### src/rtl/sr_ctrl_pkg.sv
// Shared definitions for the SR flag bank arbiter: command opcodes and
// the round-robin grant picker.
package sr_ctrl_pkg;

  // Opcode encoding is {s,r}
  localparam logic [1:0] OP_SET = 2'b10;
  localparam logic [1:0] OP_CLR = 2'b01;
  localparam logic [1:0] OP_TGL = 2'b11;
  localparam logic [1:0] OP_BAD = 2'b00;

  // Widest requester vector the picker handles
  localparam int RR_MAX = 32;

  // Returns a one-hot grant: the first set bit of req at or after ptr,
  // wrapping within nreq entries; zero when req is empty.
  function automatic logic [RR_MAX-1:0] rr_pick(
    input logic [RR_MAX-1:0] req,
    input int                nreq,
    input int                ptr
  );
    logic [RR_MAX-1:0] grant;
    logic              found;
    int                cand;
    logic [4:0]        sel;
    grant = '0;
    found = 1'b0;
    for (int k = 0; k < RR_MAX; k++) begin
      cand = ptr + k;
      if (cand >= nreq) cand = cand - nreq;
      sel = cand[4:0];
      if (k < nreq && !found) begin
        if (req[sel]) begin
          grant[sel] = 1'b1;
          found      = 1'b1;
        end
      end
    end
    return grant;
  endfunction

endpackage

### src/rtl/sr_cell.sv
// One SR flip-flop of the flag bank: set dominates clear, reset dominates both.
module sr_cell
  import sr_ctrl_pkg::*;
(
  input  logic clk,
  input  logic rst_n,
  input  logic s,
  input  logic r,
  output logic q,
  output logic qn
);

  logic q_reg;

  always_ff @(posedge clk) begin
    if (!rst_n) begin
      q_reg <= 1'b0;
    end else if (s) begin
      q_reg <= 1'b1;
    end else if (r) begin
      q_reg <= 1'b0;
    end
  end

  // The decoder upstream must never request set and clear together
  always_ff @(posedge clk) begin
    if (rst_n) begin
      assert (!(s && r));
    end
  end

  assign q  = q_reg;
  assign qn = ~q_reg;

endmodule

### src/rtl/sr_bank_arbiter.sv
// Round-robin arbiter that registers one set/clear/toggle command per cycle
// and decodes it into per-bit s/r strobes for a bank of SR flip-flops.
module sr_bank_arbiter
  import sr_ctrl_pkg::*;
#(
  parameter  int NREQ  = 4,
  parameter  int NBITS = 8,
  localparam int IDXW  = $clog2(NBITS)
) (
  input  logic                 clk,
  input  logic                 rst_n,
  input  logic [NREQ-1:0]      req_valid,
  input  logic [2*NREQ-1:0]    req_op,
  input  logic [IDXW*NREQ-1:0] req_idx,
  output logic [NREQ-1:0]      req_ready,
  output logic [NBITS-1:0]     q,
  output logic [NBITS-1:0]     qn,
  output logic                 err
);

  localparam int PTRW = $clog2(NREQ);

  logic [PTRW-1:0]  rr_ptr_reg, rr_ptr_next;
  logic [NREQ-1:0]  grant;
  logic             grant_any;
  logic [PTRW-1:0]  win;
  logic [1:0]       win_op;
  logic [IDXW-1:0]  win_idx;

  logic             cmd_valid_reg;
  logic [1:0]       cmd_op_reg;
  logic [IDXW-1:0]  cmd_idx_reg;
  logic             cmd_legal;
  logic             err_reg;

  logic [NBITS-1:0] s_vec;
  logic [NBITS-1:0] r_vec;

  // Arbitration and winner mux; nothing is granted while reset is held
  always_comb begin
    int wi;
    grant = '0;
    if (rst_n) begin
      grant = NREQ'(rr_pick(RR_MAX'(req_valid), NREQ, int'(rr_ptr_reg)));
    end
    win = '0;
    for (int i = 0; i < NREQ; i++) begin
      if (grant[i]) win = PTRW'(i);
    end
    grant_any = |grant;
    wi        = int'(win);
    win_op    = req_op[2*wi +: 2];
    win_idx   = req_idx[IDXW*wi +: IDXW];
    rr_ptr_next = rr_ptr_reg;
    if (grant_any) begin
      rr_ptr_next = (int'(win) == NREQ-1) ? '0 : win + PTRW'(1);
    end
  end

  always_ff @(posedge clk) begin
    if (!rst_n) begin
      rr_ptr_reg    <= '0;
      cmd_valid_reg <= 1'b0;
      cmd_op_reg    <= OP_BAD;
      cmd_idx_reg   <= '0;
      err_reg       <= 1'b0;
    end else begin
      rr_ptr_reg    <= rr_ptr_next;
      cmd_valid_reg <= grant_any;
      if (grant_any) begin
        cmd_op_reg  <= win_op;
        cmd_idx_reg <= win_idx;
      end
      err_reg <= cmd_valid_reg && !cmd_legal;
    end
  end

  // Out-of-range indices are only reachable when NBITS is not a power of two
  assign cmd_legal = (cmd_op_reg != OP_BAD) && (int'(cmd_idx_reg) < NBITS);

  generate
    for (genvar gi = 0; gi < NBITS; gi++) begin : g_bit
      logic hit;
      assign hit = cmd_valid_reg && cmd_legal && (int'(cmd_idx_reg) == gi);
      // Toggle reads the live bank bit, so back-to-back toggles chain
      assign s_vec[gi] = hit && ((cmd_op_reg == OP_SET) || ((cmd_op_reg == OP_TGL) && !q[gi]));
      assign r_vec[gi] = hit && ((cmd_op_reg == OP_CLR) || ((cmd_op_reg == OP_TGL) &&  q[gi]));

      sr_cell u_cell (
        .clk   (clk),
        .rst_n (rst_n),
        .s     (s_vec[gi]),
        .r     (r_vec[gi]),
        .q     (q[gi]),
        .qn    (qn[gi])
      );
    end
  endgenerate

  assign req_ready = grant;
  assign err       = err_reg;

endmodule

### config.mk
export PLATFORM = sky130hd
export DESIGN_NAME = sr_bank_arbiter
export DESIGN_NICKNAME = d
export VERILOG_FILES = /design/src/rtl/sr_ctrl_pkg.sv /design/src/rtl/sr_cell.sv /design/src/rtl/sr_bank_arbiter.sv
export SDC_FILE = /design/constraint.sdc
export NUM_CORES = 1
export LEC_CHECK = 0
export ABC_AREA = 0
export ABC_CLOCK_PERIOD_IN_PS = 5850
export CAP_MARGIN = 0
export CORE_UTILIZATION = 35
export CTS_BUF_LIST = sky130_fd_sc_hd__clkbuf_8 sky130_fd_sc_hd__clkbuf_16
export CTS_CLUSTER_DIAMETER = 100
export DETAILED_ROUTE_END_ITERATION = 8
export GPL_TIMING_DRIVEN = 0
export HOLD_SLACK_MARGIN = 0.08
export PLACE_DENSITY = 0.62
export REMOVE_ABC_BUFFERS = 1
export SLEW_MARGIN = 10
export SYNTH_ARGS = -nofsm -noshare
export SYNTH_HDL_FRONTEND = slang
export SYNTH_HIERARCHICAL = 1
export SYNTH_SLANG_ARGS = --single-unit
### constraint.sdc
create_clock -name clk -period 5.85 [get_ports clk]
set_clock_uncertainty 0.1 [all_clocks]
set_input_delay 1.17 -clock clk [delete_from_list [all_inputs] [get_ports clk]]
set_output_delay 1.17 -clock clk [all_outputs]
set_load 0.01 [all_outputs]
### Word-level counts from Yosys, hierarchy flattened

Index checks and enable logic that the tools add are counted.

| word-level totals | value |
|---|---|
| bits in registers | 17 |
| word-level logic and storage cells | 203 |
| output and inout bits | 21 |
| bits of input ports | 26 |

| cells by class | value |
|---|---|
| shifts and indexed selects | 2 |
| add/subtract/negate cells | 8 |
| multipliers | 1 |
| bitwise operators | 11 |
| reductions and logical operators | 82 |
| multiplexer cells | 63 |
| order comparisons | 12 |
| equality and inequality tests | 11 |

Operators with widths:

| operator | number |
|---|---|
| logical AND 1 bit | 46 |
| two-way mux 4 bit | 11 |
| two-way mux 5 bit | 8 |
| two-way mux 1 bit | 33 |
| less-than comparator 5 x 6 -> 1 bit, second input constant | 4 |
| binary-select mux 1 bit (select 5 bit) | 4 |
| demux 1 bit (select 5 bit) | 4 |
| greater-or-equal comparator 5 x 1 -> 1 bit, second input constant | 4 |
| nonzero test 2 bit | 9 |
| logical OR 1 bit | 16 |
| == test 3 bit, second input constant | 4 |
| OR 4 bit | 3 |
| variable part select 12 x 5 -> 3 bit | 1 |
| subtractor 3 x 3 -> 4 bit, second input constant | 3 |
| greater-or-equal comparator 3 bit, second input constant | 3 |
| zero test 1 bit | 9 |
| NOT 1 bit | 8 |
| variable part select 8 x 4 -> 2 bit | 1 |
| adder 2 x 2 -> 3 bit, second input constant | 2 |
| == test 3 x 2 -> 1 bit, second input constant | 2 |
| two-way mux 2 bit | 3 |
| == test 2 x 1 -> 1 bit, second input constant | 2 |
| == test 2 bit, second input constant | 2 |
| multiplier 2 x 2 -> 4 bit, first input constant | 1 |
| other kinds (7) | 7 |

### Depth between registers and ports, before layout

| depth | value |
|---|---|
| word-level depth | 26 |
| gate-level depth with buffers | 14 |
| depth with buffers taken out | 12 |

### Cells and area by module

Netlist, hierarchy kept.

By module, submodules not included:

| module | sequential area each (µm²) | cells each | times used | area an instance (µm²) |
|---|---|---|---|---|
| sr_bank_arbiter | 180.2 | 139 | 1 | 1148.6 |
| sr_cell | 20.0 | 4 | 8 | 37.5 |

### Worst setup path before layout

OpenSTA, ideal clock, no wires.

| path | value |
|---|---|
| path kind | in2out |
| from | in req_valid[0] |
| to | out req_ready[2] |
| cell stages on the path | 6 |
| data required time | 4.580 ns |
| buffers on the path | 0 |
| arrival time | 2.459 ns |
| setup slack | 2.121 ns |
| cell sequence | mux2_4 mux2i_4 nor2b_2 a32oi_1 o211ai_2 and2_1 |

| between the ends | value |
|---|---|
| longest elaborated chain between the ends | 16 |
| elaborated cells between the ends (all ways) | 30 |
| classes of those cells | mux: 27; bitwise: 3 |

Ends and longest elaborated chain:

| what | RTL line | RTL |
|---|---|---|
| from (decl) | sr_bank_arbiter.sv:12 | `input logic [NREQ-1:0] req_valid,` |
| binary-select mux 1 bit (select 5 bit) | sr_ctrl_pkg.sv:32 | `if (req[sel]) begin` |
| two-way mux 1 bit (not written as such) | sr_ctrl_pkg.sv:32 |  |
| two-way mux 4 bit | sr_ctrl_pkg.sv:32 |  |
| two-way mux 4 bit | sr_bank_arbiter.sv:43 | `if (rst_n) begin` |
| OR 4 bit (no source line) | n/a |  |
| two-way mux 4 bit | sr_ctrl_pkg.sv:32 |  |
| two-way mux 4 bit | sr_ctrl_pkg.sv:31 | `if (k < nreq && !found) begin` |
| two-way mux 4 bit | sr_bank_arbiter.sv:43 |  |
| OR 4 bit (no source line) | n/a |  |
| two-way mux 4 bit | sr_ctrl_pkg.sv:32 |  |
| two-way mux 4 bit | sr_ctrl_pkg.sv:31 |  |
| two-way mux 4 bit | sr_bank_arbiter.sv:43 |  |
| OR 4 bit (no source line) | n/a |  |
| two-way mux 4 bit | sr_ctrl_pkg.sv:32 |  |
| two-way mux 4 bit * | sr_ctrl_pkg.sv:31 |  |
| two-way mux 4 bit * | sr_bank_arbiter.sv:43 |  |
| to (decl) | sr_bank_arbiter.sv:15 | `output logic [NREQ-1:0] req_ready,` |

Mark *: on every way between the ends. The rest lies on a longest branch, timed or not. The select of a mux whose other input is x is not followed.

### Worst setup path in the final report

| path | value |
|---|---|
| from | in req_valid[2] |
| to | out req_ready[2] |

Same word-level chain as after synthesis.

==> impl_metrics.tcl <==
set metrics [dict create \
    synth_area_um2 1449 \
    wirelength_um 3570 \
    post_cts_buffers 0 \
    grt_usage_pct 17.00 \
    antenna_cells 0 \
    numPortBuffers 46 \
    outcome "finished clean" \
    swShare_pct 47.56 \
    antenna_found_initial 0 \
    max_slew_margin_pct 39.98 \
    antenna_left 0 \
    timing.hold.ws_ps 370.6 \
    final.min_clock_period_ps 4968 \
    dieArea_um2 4401 \
    wl_per_cell_um 13.47 \
    grt-ovfl-total 0 \
    regArea_um2 340.3 \
    seqPwrFrac_pct 23.1 \
    hold_path.class "reg2reg" \
    worst_ir_drop_vdd_uv 282.0 \
    slew_violations 0 \
    root_buffer "clkbuf_8" \
    rsz0062_at_grt "false" \
    multi_input_area_um2 1001 \
    layout_common_cells "46 x clkdlybuf4s50_1, 17 x inv_1, 17 x nor2b_1, 17 x dfxtp_1, 10 x o21a_1" \
    coreArea_um2 4000 \
    syn_area_per_cell_um2 8.473 \
    path_class "in2out" \
    holdPathStages 2 \
    combPwrFrac_pct 67.6 \
    endpoint_kind "output pin" \
    via_per_inst 5.298 \
    fillCellCount 375 \
    grt_pass1_wl_um 5927 \
    cap_violations 0 \
    die_w_um 66.34 \
    rows 23 \
    ios 47 \
    die_h_um 66.34 \
    cp-start-kind "primary input" \
    cts_max_level 1 \
    grt_pass1_vias 1318 \
    crit_path_max_fanout 7 \
    synth-seq-area-share_pct 23.49 \
    largest_reg_flops 8 \
    netlist_instances 171 \
    clockBufferDepth 2 \
    tightest_slew_ps 897.5 \
    cts_hold_buf 0 \
    setup_viol 0 \
    finalHoldViolCount 0 \
    worst_ep_required_time_ps 4580 \
    ys_types 47 \
    pwr-share-clk_pct 9.4 \
    final_common_cell "clkdlybuf4s50_1" \
    worstPathArrival_ps 3700 \
    cts_tree "yes" \
    gp_congestion 0.8018 \
    fmax_mhz 201.3 \
    vias 1404 \
    internal_power_mw 0.4826 \
    layout-drive-gt1-share_pct 11.16 \
    first_iter_violations 78 \
    dr.pass1.iters 4 \
    cts.sinks 17 \
    cts_resized 0 \
    ys_warn_count 6 \
    min_period_over_period_pct 84.92 \
    ys_ff_latch 17 \
    tns_ps 0 \
    grt_max_degree 23 \
    synthToLayoutAreaGrowth_pct 36.61 \
    utilization_pct 49.48 \
    start_util_pct 36.22 \
    dp_hpwl_um 2755 \
    insertion_delay_ps 250 \
    power.switching_mw 0.4377 \
    finalPower_mw 0.9203 \
    fin_nets 248 \
    drc 0 \
    p_per_area_nw_per_um2 464.9 \
    leakagePower_nw 0.7401 \
    clk_pin_slew_ps 70 \
    rr_worst_depth 11 \
    cts_buffers 3 \
]
## synthesized netlist by cell type (all sizes together)
library cell	n	area, um^2
o2111a	1	11.26
a21oi	9	56.31
o22ai	1	6.260
a32o	2	22.52
a311oi	1	15.01
nand3	5	30.03
a32oi	1	8.760
o21a	10	75.07
and2	1	6.260
o211ai	2	20.02
buf	2	22.52
nor4	1	6.260
o21ai	9	71.32
nand2b	2	12.51
nor2b	18	115.1
a22oi	1	12.51
a31oi	3	18.77
mux2i	8	105.1
mux2	5	67.56
o221ai	3	26.28
a211oi	6	45.04
nor2	7	26.28
a21boi	1	7.510
nor3	10	55.05
o311a	1	10.01
a2111oi	4	35.03
a31o	1	8.760
ha	6	75.07
clkbuf	4	15.01
or2	2	12.52
nand2	8	30.03
inv	18	70.07
and3b	1	8.760
dfxtp	17	340.3
## worst max-delay path, stage by stage
cell and delay (ps):
clkdlybuf4s50_1 480, mux2i_1 320, nor3_2 110, nor4_1 500, a32oi_1 120, o211ai_2 230
and2_1 220, clkdlybuf4s50_1 550
## path summary, 6_finish.rpt
kind / start / end / slack (ps)
setup / recovery: req_valid[2] / req_ready[2] / 880
hold reg to reg: cmd_valid_reg$_SDFF_PN0_ / err$_SDFF_PN0_ / 370
hold / removal: cmd_valid_reg$_SDFF_PN0_ / err$_SDFF_PN0_ / 370
setup reg to reg: rr_ptr_reg[0]$_SDFFE_PN0P_ / cmd_op_reg[1]$_SDFFE_PN0P_ / 2180
## final cells by class
cell class | count | share of cell area, %
clock buffer | 3 | 2.086
clock inverter | 1 | 0.1896
inverter | 18 | 3.540
multi-input combinational | 130 | 50.57
sequential | 17 | 17.19
tap | 50 | 3.161
timing repair buffer | 46 | 23.26
## metal layers
metal | vias to the layer above | track usage [%] | share of wire, %
li1 | 715 | - | -
met1 | 649 | 23.17 | 47
met2 | 40 | 28.44 | 48
met3 | 0 | 3.103 | 4.4
met4 | 0 | 1.862 | 0
met5 | - | 0 | 0
## power by group through the flow
| stage | logic (mW) | clock network, mW | registers, mW |
|---|---|---|---|
| after floorplan | 0.461 | 0 | 0.201 |
| after global placement | 0.604 | 0 | 0.213 |
| after detailed placement | 0.620 | 0 | 0.214 |
| after CTS | 0.622 | 0.0882 | 0.211 |
| after global routing | 0.679 | 0.0924 | 0.220 |
| final | 0.622 | 0.0864 | 0.212 |
## through the flow
step | cells | area, um^2 | setup slack (ps)
2_1_floorplan | 165 | 1411 | 2121
3_3_place_gp | 261 | 1934 | 1027
3_5_place_dp | 261 | 1934 | 933.6
4_1_cts | 265 | 1979 | 907.5
5_1_grt | 265 | 1979 | 706.1
6_report | 265 | 1979 | 881.9
## kinds of logic (layout without fill, tap and decap cells)
| logic type | count (synthesis) | after routing | synth area share, % |
|---|---|---|---|
| compound gates | 56 | 56 | 31.09 |
| simple gates | 55 | 55 | 20.90 |
| buf+inv | 24 | 68 | 7.426 |
| flops | 17 | 17 | 23.49 |
| mux | 13 | 13 | 11.92 |
| fa+ha+maj | 6 | 6 | 5.181 |
Power figures use the tool's default switching activity.
